<file path="config.mk">
export PLATFORM = sky130hd
export DESIGN_NAME = serial_word_queue
export DESIGN_NICKNAME = d
export VERILOG_FILES = /design/src/rtl/serial_word_queue_pkg.sv /design/src/rtl/serial_word_queue_circ_queue.sv /design/src/rtl/serial_word_queue.sv
export SDC_FILE = /design/constraint.sdc
export NUM_CORES = 1
export LEC_CHECK = 0
export ABC_AREA = 1
export BUFFER_PORTS_ARGS = -buffer_cell sky130_fd_sc_hd__buf_4
export CORE_AREA = 2 2 78 136
export DETAILED_ROUTE_END_ITERATION = 6
export DIE_AREA = 0 0 80 138
export GPL_TIMING_DRIVEN = 0
export PLACE_DENSITY_LB_ADDON = 0.12
export SLEW_MARGIN = 20
export SYNTH_ARGS = -nofsm -noshare
export SYNTH_HDL_FRONTEND = slang
export SYNTH_SLANG_ARGS = --single-unit
</file>
<file path="constraint.sdc">
create_clock -name clock -period 2.45 [get_ports clock]
set_input_delay 0.1225 -clock clock [delete_from_list [all_inputs] [get_ports clock]]
set_output_delay 0.1225 -clock clock [all_outputs]
set_load 0.02 [all_outputs]
</file>
<file path="src/rtl/serial_word_queue_pkg.sv">
// Shared types and reset constants for serial_word_queue and its circular queue.
package serial_word_queue_pkg;

   typedef enum logic [1:0] {
      IDLE  = 2'd0,
      READY = 2'd1,
      PUSH  = 2'd2,
      STALL = 2'd3
   } deser_state_t;

   localparam deser_state_t RST_STATE    = IDLE;
   localparam logic         RST_OVERFLOW = 1'b0;
   // Registered dequeue copy starts high so a level held through reset is not a rising edge.
   localparam logic         RST_DEQ_PREV = 1'b1;

endpackage

</file>
<file path="src/rtl/serial_word_queue_circ_queue.sv">
// Circular word queue with first-word fall-through head output; head reads as 0 when empty.
module circ_queue
   import serial_word_queue_pkg::*;
#(
   parameter int WIDTH = 8,
   parameter int DEPTH = 8
) (
   input  logic                       clock,
   input  logic                       reset,
   input  logic                       push_in,
   input  logic [WIDTH-1:0]           push_data_in,
   input  logic                       pop_in,
   output logic [WIDTH-1:0]           data_out,
   output logic [$clog2(DEPTH+1)-1:0] len_out,
   output logic                       full_out,
   output logic                       empty_out
);

   localparam int PTR_W = $clog2(DEPTH);
   localparam int LEN_W = $clog2(DEPTH+1);

   logic [WIDTH-1:0] mem_q [DEPTH];
   logic [WIDTH-1:0] mem_d [DEPTH];
   logic [PTR_W-1:0] head_q, head_d;
   logic [PTR_W-1:0] tail_q, tail_d;
   logic [LEN_W-1:0] len_q, len_d;
   logic             pop_ok;
   logic             push_ok;

   always_comb begin
      pop_ok  = pop_in && (len_q != '0);
      // A pop on a full queue frees the slot the same-edge push lands in.
      push_ok = push_in && ((len_q != LEN_W'(DEPTH)) || pop_ok);
      head_d  = head_q;
      tail_d  = tail_q;
      len_d   = len_q;
      mem_d   = mem_q;
      if (push_ok) begin
         mem_d[tail_q] = push_data_in;
         tail_d        = tail_q + PTR_W'(1);
      end
      if (pop_ok) begin
         head_d = head_q + PTR_W'(1);
      end
      if (push_ok && !pop_ok) begin
         len_d = len_q + LEN_W'(1);
      end else if (pop_ok && !push_ok) begin
         len_d = len_q - LEN_W'(1);
      end
   end

   always_ff @(posedge clock) begin
      if (reset) begin
         head_q <= '0;
         tail_q <= '0;
         len_q  <= '0;
      end else begin
         head_q <= head_d;
         tail_q <= tail_d;
         len_q  <= len_d;
      end
   end

   always_ff @(posedge clock) begin
      mem_q <= mem_d;
   end

   assign data_out  = (len_q == '0) ? '0 : mem_q[head_q];
   assign len_out   = len_q;
   assign full_out  = (len_q == LEN_W'(DEPTH));
   assign empty_out = (len_q == '0);

endmodule

</file>
<file path="src/rtl/serial_word_queue.sv">
// Serial-to-word deserializer feeding a circular queue, with stall on full and sticky overflow.
// Define DEQ_EDGE_EN for rising-edge-detected pops; otherwise pops are level-sensitive.
module serial_word_queue
   import serial_word_queue_pkg::*;
#(
   parameter int WIDTH     = 8,
   parameter int DEPTH     = 8,
   parameter int LSB_FIRST = 1
) (
   input  logic                       clock,
   input  logic                       reset,
   input  logic                       data_in,
   input  logic                       write_in,
   output logic                       status_out,
   input  logic                       dequeue_in,
   output logic [WIDTH-1:0]           data_out,
   output logic [$clog2(DEPTH+1)-1:0] len_out,
   output logic                       full_out,
   output logic                       empty_out,
   output logic                       overflow_out
);

   localparam int CNT_W = $clog2(WIDTH+1);

   deser_state_t     state_q, state_d;
   logic [CNT_W-1:0] cnt_q, cnt_d;
   logic [WIDTH-1:0] shreg_q, shreg_d;
   logic             overflow_q, overflow_d;
   logic [CNT_W-1:0] bit_pos;
   logic             status;
   logic             push;
   logic             pop_req;
   logic             pop_acc;
   logic             q_full;
   logic             q_empty;

`ifdef DEQ_EDGE_EN
   logic deq_prev_q, deq_prev_d;

   always_comb begin
      deq_prev_d = dequeue_in;
      pop_req    = dequeue_in && !deq_prev_q;
   end

   always_ff @(posedge clock) begin
      if (reset) begin
         deq_prev_q <= RST_DEQ_PREV;
      end else begin
         deq_prev_q <= deq_prev_d;
      end
   end
`else
   always_comb begin
      pop_req = dequeue_in;
   end
`endif

   assign pop_acc = pop_req && !q_empty;

   always_comb begin
      state_d    = state_q;
      cnt_d      = cnt_q;
      shreg_d    = shreg_q;
      overflow_d = overflow_q;
      status     = 1'b0;
      push       = 1'b0;
      bit_pos    = (LSB_FIRST != 0) ? cnt_q : (CNT_W'(WIDTH-1) - cnt_q);
      case (state_q)
         IDLE: begin
            state_d = READY;
         end
         READY: begin
            status = 1'b1;
            if (write_in) begin
               for (int i = 0; i < WIDTH; i++) begin
                  if (i == int'(bit_pos)) shreg_d[i] = data_in;
               end
               cnt_d = cnt_q + CNT_W'(1);
               if (cnt_q == CNT_W'(WIDTH-1)) begin
                  state_d = q_full ? STALL : PUSH;
               end
            end
         end
         PUSH: begin
            push    = 1'b1;
            cnt_d   = '0;
            state_d = READY;
         end
         STALL: begin
            // Leave as soon as this cycle's pop makes room.
            if (!q_full || pop_acc) state_d = PUSH;
         end
         default: begin
            state_d = IDLE;
         end
      endcase
      if (write_in && !status) overflow_d = 1'b1;
   end

   always_ff @(posedge clock) begin
      if (reset) begin
         state_q    <= RST_STATE;
         cnt_q      <= '0;
         overflow_q <= RST_OVERFLOW;
      end else begin
         state_q    <= state_d;
         cnt_q      <= cnt_d;
         overflow_q <= overflow_d;
      end
   end

   always_ff @(posedge clock) begin
      shreg_q <= shreg_d;
   end

   circ_queue #(
      .WIDTH (WIDTH),
      .DEPTH (DEPTH)
   ) u_queue (
      .clock        (clock),
      .reset        (reset),
      .push_in      (push),
      .push_data_in (shreg_q),
      .pop_in       (pop_acc),
      .data_out     (data_out),
      .len_out      (len_out),
      .full_out     (q_full),
      .empty_out    (q_empty)
   );

   assign status_out   = status;
   assign full_out     = q_full;
   assign empty_out    = q_empty;
   assign overflow_out = overflow_q;

endmodule

</file>
* After elaboration in Yosys (flattened, before gate mapping)
Index checks and enable logic that the tools add are counted.
Storage, ports and cells: bits in registers 89, bits in latches 0, bits in writable memories 0, ROM bits 0, input bits 5, output and inout bits 16, memories 0
Operators by class: add/sub/neg operators 5, multipliers 0, divide/modulo/power cells 0, order comparisons 3, equality and inequality tests 16, shift-type cells 0, mux-type cells 18, bitwise gates (word level) 2, reduce and logical (&&, ||, !) cells 31
Operator list (number):
- $bwmux W64 | 1
- $mux W8 | 4
- $reduce_and A3 Y1 | 9
- $bmux W8 S3 | 1
- $demux W8 S3 | 1
- $eq A4 B4 Y1 const A | 4
- $mux W4 | 3
- $add A4 B1 Y4 const B | 2
- $eq A3 B4 Y1 const A | 2
- $ge A4 B4 Y1 const B | 2
- $logic_not A4 Y1 | 2
- $not A3 Y4 | 2
- $pmux W4 S2 | 1
- $logic_and A1 B1 Y1 | 7
- $add A3 B1 Y3 const B | 2
- $mux W2 | 3
- $ne A2 B2 Y1 const B | 3
- $pmux W2 S3 | 1
- $logic_not A1 Y1 | 5
- $eq A2 B2 Y1 const B | 2
- $eq A2 B4 Y1 const A | 1
- $eq A4 B3 Y1 const B | 1
- $eq A4 B4 Y1 const B | 1
- $lt A4 B1 Y1 const B | 1
- other kinds (10) | 14

* Logic depth before layout (Yosys ltp)
Gate-level depths: netlist (run 1).
word-level depth 10, depth in mapped cells 15

* Hierarchy
A second synthesis (run 1) with hierarchy kept.
Unflattened totals: cells, all modules 442, area total of the unflattened synthesis 4255.3 sq um
By module, submodules not included:
- circ_queue | instances 1, cells each 358, area an instance 3523.4 sq um, seq. area each 2122.0 sq um
- serial_word_queue | instances 1, cells each 84, area an instance 732.0 sq um, seq. area each 380.4 sq um

* Least setup slack after synthesis (run 1)
Ideal clock, no wire load.
path kind flip-flop to flip-flop, start register u_queue.len_q[0], in the netlist u_queue.len_out[0], end register u_queue.len_q[3], in the netlist u_queue.len_out[3], setup time 70 ps, arrival 1965 ps, required time 2380 ps, setup slack 414 ps, cell stages (with the launch flop) 15, path buffers 0, period minus slack after synthesis 2036 ps, path through dfxtp_1 -> nor2_2 -> nand4_2 -> nand2_2 -> inv_2 -> ha_1 -> inv_1 -> ha_1 -> nand2_1 -> nand2_1 -> nor2_1 -> nand2_1 -> nand2_1 -> nand2_1 -> a21oi_1
On the way: word-level cells in the longest chain between the ends 9
Ends and longest elaborated chain:
- start, declared | RTL line serial_word_queue_circ_queue.sv:26 | logic [LEN_W-1:0] len_q, len_d;
- start signal, assigned | RTL line serial_word_queue_circ_queue.sv:60 | len_q <= len_d;
- $logic_not A4 Y1 | RTL line serial_word_queue_circ_queue.sv:71 | assign empty_out = (len_q == '0);
- $logic_not A1 Y1 | RTL line serial_word_queue.sv:58 | assign pop_acc = pop_req && !q_empty;
- $logic_and A1 B1 Y1 | RTL line serial_word_queue.sv:58
- $logic_and A1 B1 Y1 | RTL line serial_word_queue_circ_queue.sv:31 | pop_ok = pop_in && (len_q != '0);
- $logic_or A1 B1 Y1 (*) | RTL line serial_word_queue_circ_queue.sv:33 | push_ok = push_in && ((len_q != LEN_W'(DEPTH)) || pop_ok);
- $logic_and A1 B1 Y1 (*) | RTL line serial_word_queue_circ_queue.sv:33
- via u_queue.push_ok | RTL line serial_word_queue_circ_queue.sv:28 | logic push_ok;
- $logic_not A1 Y1 | RTL line serial_word_queue_circ_queue.sv:47 | end else if (pop_ok && !push_ok) begin
- $logic_and A1 B1 Y1 | RTL line serial_word_queue_circ_queue.sv:47
- $reduce_bool A2 Y1 (no line)
Mark *: on every way through the listed nets, which the timed path passes. The rest lies on a longest branch. The select of a mux whose other input is x is not followed. A chain may end at the register's enable or synchronous reset.

* Worst setup path in the final report (run 1)
Same ends and word-level chain as after synthesis.

==> run metrics, run 1 <==
CP Class=flip-flop to flip-flop; remaining antenna violation count=0; Final Slew Violations=0; sequential element share of the synthesized area=0.6468; P per Cell Area=between 1000 and 1500 nW/um^2; worst skew pair latency=about 340 ps; Initial Utilization=0.3848; Mapped Nets=about 370; Die W=~80 um; Die Y=around 140 um; # rows=49; Period minus WS final=~2200 ps; EDFF count, synth=approximately 70; first-pass GRT wire length=13260 um; total track usage=0.1635; share of cells above drive strength 1=0.1611; yosys warns=0; CTS Hold Bufs=0; hold wc startpoint=data_in; slew margin rel.=0.4152; Critical Path RT=approximately 2700 ps; predominant post-synthesis flop cell=edfxtp_1; CP endpoint kind=flip-flop; n_diodes=0; RePlAce Congestion=0.7789; cell with the most instances after synthesis=nor2_1; # DRC=0; number of setup buffers added after CTS=0; CTS-repair resized insts=0; grt ovf=0; Post-Syn Instances=~360; hpwl dp=6087 um; worst r2r src=u_queue.len_out[0]; routed length per instance=~16 um; RSZ-0062 raised after global routing=no; outcome=finished, final reports clean; Area Growth Syn to Fin=15.23%; Ports=21; routed vias=2532; synthesized area=3869 um^2; Final Routed Wirelength=8362 um; Worst-Margin Slew=approximately 900 ps; top post-synthesis cells by area=edfxtp_1, dfxtp_1, nor2_1; initial antenna violation count=0; worst min path class=primary input to flip-flop; Worst IR Drop VDD=between 600 and 700 uV; largest net degree at the start of global routing=16; via/cell ratio=about 4.9; Finish-stage setup viols=0; Nets=between 400 and 500; DIE AREA=around 11000 um^2; Clock Tree Root=clkbuf_16; Setup Total Neg Slack=0 ps; Syn Area/Cell=10.87 um^2; H-Tree Depth=3; Static Leak=between 1.5 and 2 nW; CP Data Arrival Time=roughly 2500 ps; total CTS buffers=9; fin crit share=0.8929; Sink Count=between 80 and 90; filler cell count=around 980; Port Buffers=19; deepest clock path buffer count=2; CTS tree=yes; drt pass-1 iters=4; clock transition at the registers of the reported paths=about 60 ps; leading area contributor after synthesis=edfxtp_1; achievable frequency=between 400 and 500 MHz; Hold WS=about 19 ps; CP max FO=7; max-cap violations=0; fraction of registers with async set/reset=0; Core Region=~10000 um^2; Final Hold Viols=0; most frequent cells after synthesis=nor2_1, edfxtp_1, nand2_1, o21ai_1, inv_1; vias in the first global route=between 2000 and 3000; worst setup path start=u_queue.len_out[0]; CP Launch Type=flip-flop; Yosys cell types=30; DRT iter0 DRCs=160; post-synth top area share=0.5589; Clock Skew=5.502 ps; synthesized flop and latch total=89
## metrics by stage
step	cell area, um^2	setup slack [ps]	power, W	util	cells
3_3_place_gp	4170	272.0	0.003609	0.4148	502
6_report	4458	262.4	0.004853	0.4434	518
2_1_floorplan	3869	414.4	0.002989	-	356
3_5_place_dp	4170	260.7	0.003624	0.4148	502
4_1_cts	4453	242.7	0.004908	0.4429	518
5_1_grt	4458	8.687	0.005176	0.4434	518
## placed cells by master (no fill, tap or decap), drive strengths merged
cell type and n:
dfxtp 17, o21ai 41, fa 1, o211ai 8, edfxtp 72, clkinv 5, a21oi 13, nand2 42
nor3 9, xor2 4, inv 29, nand4 3, clkbuf 11, ha 9, xnor2 1, or2 2
nor2 77, clkinvlp 1, nand3 7, o22ai 8, buf 31
## where the power goes
part | switching (W) | internal [W]
Clock | 0.000565 | 0.000716
Sequential | 0.0000962 | 0.00167
Combinational | 0.00111 | 0.000694
Total | 0.00177 | 0.00308
## worst max-delay path: stages, from the launching register on
cell,delay [ps]
dfxtp_1,520
nor2_4,90
nand4_2,100
nand2_2,90
inv_2,110
ha_1,230
inv_1,110
ha_1,340
nand2_1,100
nand2_1,50
nor2_1,110
nand2_1,50
nand2_1,50
nand2_1,50
a21oi_1,120
## flip-flops by register name, indices dropped and copies added, names as in the netlist
name and flops:
u_queue.mem_q 64, shreg_q 8, bit_pos 4, u_queue.len_out 4, u_queue.head_q 3, u_queue.tail_q 3
state_q 2, overflow_out 1
## per-layer routing
layer | wire (um) | global-route usage | vias up
met5 | 0 | 0 | -
met4 | 184 | 0.06601 | 0
met3 | 194 | 0.03590 | 14
met2 | 4866 | 0.3101 | 34
met1 | 3117 | 0.1657 | 1195
li1 | - | - | 1289
## path summary, 6_finish.rpt
kind / slack [ps] / end / cells past startpoint
min: 20 / shreg_q[4] / 1
max reg2reg: 260 / u_queue.len_out[3] / 14
max: 260 / u_queue.len_out[3] / 14
min reg2reg: 470 / bit_pos[3] / 2
## area by class of cell
class / count / area (um^2) / area share
Buffer: 13 / 100.1 / 0.02245
Clock buffer: 10 / 239.0 / 0.05361
Clock inverter: 6 / 43.79 / 0.009823
Inverter: 29 / 108.9 / 0.02442
Multi-Input combinational cell: 225 / 1162 / 0.2607
Sequential cell: 89 / 2502 / 0.5613
Tap cell: 127 / 158.9 / 0.03564
Timing Repair Buffer: 19 / 142.6 / 0.03200
## cells by family (layout without fill, tap and decap cells)
kind of cell / after synthesis / in the layout / synth area share
fa+ha+maj: 10 / 10 / 0.03428
flops: 89 / 89 / 0.6468
xor+xnor: 5 / 5 / 0.01132
buf+inv: 42 / 77 / 0.05401
compound gates: 70 / 70 / 0.1019
simple gates: 140 / 140 / 0.1517
Power figures use the tool's default switching activity.
==> run 2, diff against run 1 <==
--- a/config.mk
+++ b/config.mk
@@ -11,6 +11,7 @@
 export DETAILED_ROUTE_END_ITERATION = 6
 export DIE_AREA = 0 0 80 138
 export GPL_TIMING_DRIVEN = 0
+export MAX_ROUTING_LAYER = met4
 export PLACE_DENSITY_LB_ADDON = 0.12
 export SLEW_MARGIN = 20
 export SYNTH_ARGS = -nofsm -noshare
==> run 2 against run 1 <==
  * Via count barely moved
  * Clock skew about the same
  * Routed wire length about the same
  * Non-clock buffer count unchanged
  * Register-to-register slack about the same
  * Setup slack about the same
  * Global-route usage rose by 0.47 points
  * Clock-buffer cell count stayed put
  * Critical endpoint unchanged
==> run metrics, run 2 (synthesized netlist as in run 1, its figures left out) <==
Largest Register=u_queue.mem_q; Setup Total Neg Slack=0 ps; total track usage=0.1683; Sink Count=89; CP Data Arrival Time=about 2500 ps; P per Cell Area=1089 nW/um^2; worst skew pair latency=~340 ps; worst min path class=primary input to flip-flop; n_diodes=0; Final Hold Viols=0; fin crit share=0.8929; DRT iter0 DRCs=between 150 and 200; Final Routed Wirelength=8360 um; CTS tree=yes; grt ovf=0; slew margin rel.=0.4155; clock transition at the registers of the reported paths=about 60 ps; via/cell ratio=~5; Hold WS=18.92 ps; Area Growth Syn to Fin=15.23%; commonest non-fill, non-tap cell in the layout=nor2_1; first-pass GRT wire length=about 13000 um; Reg area=approximately 2500 um^2; max-cap violations=0; RePlAce Congestion=between 0.7 and 0.8; routed length per instance=~16 um; remaining antenna violation count=0; most frequent cells in the layout=nor2_1, edfxtp_1, nand2_1; Nets=around 400; Die Y=~140 um; Largest regs=u_queue.mem_q (64), shreg_q (8); H-Tree Depth=3; area of the multi-input gates=approximately 1200 um^2; routed vias=2530; RSZ-0062 raised after global routing=no; filler cell count=just under 1000; DIE AREA=approximately 11000 um^2; drt pass-1 iters=4; Worst IR Drop VDD=between 600 and 700 uV; Largest register FFs=64; deepest clock path buffer count=2; share of cells above drive strength 1=0.1611; Final Slew Violations=0; CP Class=flip-flop to flip-flop; Die W=around 80 um; Static Leak=approximately 1.7 nW; # DRC=0; Period minus WS final=2188 ps; # rows=just under 50; Port Buffers=19; largest net degree at the start of global routing=16; Finish-stage setup viols=0; Critical Path RT=approximately 2700 ps; CTS Hold Bufs=0; total CTS buffers=9; CP Launch Type=flip-flop; Core Region=~10000 um^2; CP endpoint kind=flip-flop; CP max FO=7; hpwl dp=a little over 6000 um; Initial Utilization=0.3848; initial antenna violation count=0; Clock Tree Root=clkbuf_16; Clock Skew=~5.5 ps; number of setup buffers added after CTS=0; Worst-Margin Slew=just under 900 ps; Ports=21; achievable frequency=approximately 460 MHz; vias in the first global route=2564; outcome=finished, final reports clean
## run 2: metrics by stage
stage	util	worst slack [ps]	std cells	total power, W	area (um^2)
final	0.4434	262.4	518	0.004853	4458
after global routing	0.4434	8.687	518	0.005176	4458
after CTS	0.4429	242.7	518	0.004908	4453
after detailed placement	0.4148	260.7	502	0.003624	4170
after global placement	0.4148	272.0	502	0.003609	4170
after floorplan	-	414.4	356	0.002989	3869
## run 2: power by group
part	switching, W	internal (W)
registers	0.0000961	0.00167
clock network	0.000566	0.000716
logic	0.00111	0.000694
total	0.00177	0.00308
## run 2: layout make-up
| cell class | instances | share of cell area |
|---|---|---|
| sequential | 89 | 0.5613 |
| multi-input combinational | 225 | 0.2607 |
| clock buffer | 10 | 0.05361 |
| tap | 127 | 0.03564 |
| timing repair buffer | 19 | 0.03200 |
| inverter | 29 | 0.02442 |
| buffer | 13 | 0.02245 |
| clock inverter | 6 | 0.009823 |
## run 2: path summary, 6_finish.rpt
kind | end | slack, ps | startpoint | cells past startpoint
worst max-delay path | u_queue.len_out[3] | 260 | u_queue.len_out[0] | 14
worst min-delay path | shreg_q[4] | 20 | data_in | 1
worst max register to register | u_queue.len_out[3] | 260 | u_queue.len_out[0] | 14
worst min register to register | bit_pos[3] | 470 | bit_pos[3] | 2
## run 2: what timing repair did
| action | CTS | global route |
|---|---|---|
| resized for setup | 0 | 1 |
| endpoints found under the hold margin | 0 | 0 |
| setup endpoints to repair | 0 | 1 |
## run 2: metal layers
| layer | wire length (um) | global-route usage |
|---|---|---|
| met3 | 198 | 0.03590 |
| met4 | 184 | 0.06601 |
| met1 | 3114 | 0.1657 |
| met2 | 4863 | 0.3101 |
| met5 | 0 | - |
## run 2: critical path: stages, from the launching register on
cell and delay (ps):
dfxtp_1 520, nor2_4 90, nand4_2 100, nand2_2 90, inv_2 110, ha_1 230, inv_1 110, ha_1 340
nand2_1 100, nand2_1 50, nor2_1 110, nand2_1 50, nand2_1 50, nand2_1 50, a21oi_1 120
==> run 3, diff against run 2 <==
--- a/config.mk
+++ b/config.mk
@@ -7,9 +7,9 @@
 export LEC_CHECK = 0
 export ABC_AREA = 1
 export BUFFER_PORTS_ARGS = -buffer_cell sky130_fd_sc_hd__buf_4
-export CORE_AREA = 2 2 78 136
+export CORE_AREA = 3 3 79 137
 export DETAILED_ROUTE_END_ITERATION = 6
-export DIE_AREA = 0 0 80 138
+export DIE_AREA = 0 0 82 140
 export GPL_TIMING_DRIVEN = 0
 export MAX_ROUTING_LAYER = met4
 export PLACE_DENSITY_LB_ADDON = 0.12
==> run 3 against run 2 <==
  * Die area increased by 4.0%
  * Sequential share of layout area decreased by 0.46 points
  * Clock power increased by 14%
  * Largest power group unchanged
  * Clock skew increased by 1.5 ps
  * Global-route usage decreased by 0.38 points
  * Utilization increased by 1.3 points
==> run metrics, run 3 (synthesized netlist as in run 1, its figures left out) <==
Sw Share=0.3434; Hold Path Depth=1; DIE AREA=approximately 11000 um^2; Largest register FFs=64; Period minus WS final=2132 ps; minimum setup slack among reg-to-reg paths=about 320 ps; met1 GRT Util=0.1701; Reg area=approximately 2500 um^2; Worst-Margin Slew=~900 ps; met2 global-route usage=0.2921; area of the multi-input gates=about 1200 um^2; routed vias=around 2500; Area Growth Syn to Fin=16.30%; Largest regs=u_queue.mem_q (64), shreg_q (8); Internal=roughly 0.0033 W; Nets=approximately 400; Static Leak=~1.7 nW; worst min path class=primary input to flip-flop; deepest clock path buffer count=2; Worst R2R Path Depth=14; CP endpoint kind=flip-flop; Port Buffers=19; CP Data Arrival Time=2390 ps; CTS-repair resized insts=0; outcome=finished, final reports clean; max-cap violations=0; worst hold endpoint=shreg_q[0]; total CTS buffers=9; number of setup buffers added after CTS=0; achievable frequency=469.1 MHz; Setup Total Neg Slack=0 ps; # rows=48; Worst IR Drop VDD=1028 uV; most frequent cells in the layout=nor2_1, edfxtp_1, nand2_1; slew margin rel.=0.4138; gr busiest metal=met2; initial antenna violation count=0; Clock Tree Root=clkbuf_16; Comb power frac=0.359; Final Hold Viols=0; hpwl dp=6059 um; met3 Use GR=0.03089; cell count after placement=500; commonest non-fill, non-tap cell in the layout=nor2_1; CP Launch Type=flip-flop; via/cell ratio=about 5; # DRC=0; worst skew pair latency=between 300 and 400 ps; Final Routed Wirelength=around 8300 um; clock transition at the registers of the reported paths=about 60 ps; Flop pwr share=0.351; DRT iter0 DRCs=around 150; CTS Hold Bufs=0; H-Tree Depth=3; hold wc startpoint=data_in; Ports=21; Sink Count=between 80 and 90; grt ovf=0; RePlAce Congestion=approximately 0.8; remaining antenna violation count=0; Post-Layout Cell Count=roughly 520; share of cells above drive strength 1=0.1586; fin crit share=0.8701; drt pass-1 iters=4; Critical R2R Capture=u_queue.len_out[3]; first-pass GRT wire length=13320 um; Core Region=~9800 um^2; Die Y=140 um; worst r2r src=u_queue.len_out[2]; largest net degree at the start of global routing=15; Critical Path RT=between 2000 and 3000 ps; filler cell count=946; total track usage=0.1645; CTS tree=yes; Final Slew Violations=0; CP Class=flip-flop to flip-flop; routed length per instance=16.16 um; Initial Utilization=0.3928; CP max FO=4; Finish-stage setup viols=0; clock share of power=0.290; vias in the first global route=between 2000 and 3000; Clock Skew=approximately 7.0 ps; n_diodes=0; RSZ-0062 raised after global routing=no; P per Cell Area=about 1100 nW/um^2; NetSw=0.001734 W; Largest Register=u_queue.mem_q; Die W=around 82 um
## run 3: critical path: stages, from the launching register on
cell     delay [ps]
dfxtp_1         380
inv_1           110
nand4_2         120
nand2_2          80
inv_2           110
ha_1            240
inv_1           110
ha_1            340
nand2_1         100
nand2_1          60
nor2_1          110
nand2_1          60
nand2_1          60
nand2_1          50
a21oi_1         120
## run 3: worst max path at each step
stage	start	endpoint	slack (ps)	cells after the start
after floorplan	u_queue.len_out[0]	u_queue.len_out[3]	410	14
after global placement	u_queue.len_out[0]	u_queue.len_out[3]	270	14
after detailed placement	u_queue.len_out[0]	u_queue.len_out[3]	240	14
after CTS	u_queue.len_out[0]	u_queue.len_out[3]	220	14
after global routing	u_queue.len_out[0]	u_queue.len_out[3]	30	14
final	u_queue.len_out[2]	u_queue.len_out[3]	320	14
## run 3: through the flow
step / instance area (um^2) / power (W) / hold WS (ps) / worst slack [ps] / util
after floorplan: 3869 / 0.002989 / 221.4 / 414.4 / -
after global placement: 4168 / 0.003608 / 364.9 / 267.7 / 0.4231
after detailed placement: 4168 / 0.003627 / 361.7 / 239.5 / 0.4231
after CTS: 4492 / 0.005106 / 7.797 / 222.4 / 0.4560
after global routing: 4499 / 0.005357 / 22.84 / 33.80 / 0.4568
final: 4499 / 0.005049 / 23.11 / 318.3 / 0.4568
## run 3: area by class of cell
cell class | count | area share
sequential | 89 | 0.5567
multi-input combinational | 225 | 0.2583
clock buffer | 13 | 0.05784
tap | 125 | 0.03476
timing repair buffer | 19 | 0.03170
inverter | 29 | 0.02419
buffer | 13 | 0.02225
clock inverter | 3 | 0.01418
## run 3: per-layer routing
| metal | routed length (um) | up-vias |
|---|---|---|
| met2 | 4800 | 39 |
| met3 | 230 | 14 |
| met4 | 184 | 0 |
| met5 | 0 | - |
| li1 | - | 1287 |
| met1 | 3125 | 1178 |
## run 3: power by group through the flow
stage | Sequential (W) | Combinational [W] | Clock (W)
3_5_place_dp | 0.00179 | 0.00183 | 0
3_3_place_gp | 0.00180 | 0.00181 | 0
4_1_cts | 0.00176 | 0.00184 | 0.00150
2_1_floorplan | 0.00181 | 0.00118 | 0
5_1_grt | 0.00178 | 0.00202 | 0.00156
6_report | 0.00177 | 0.00181 | 0.00146
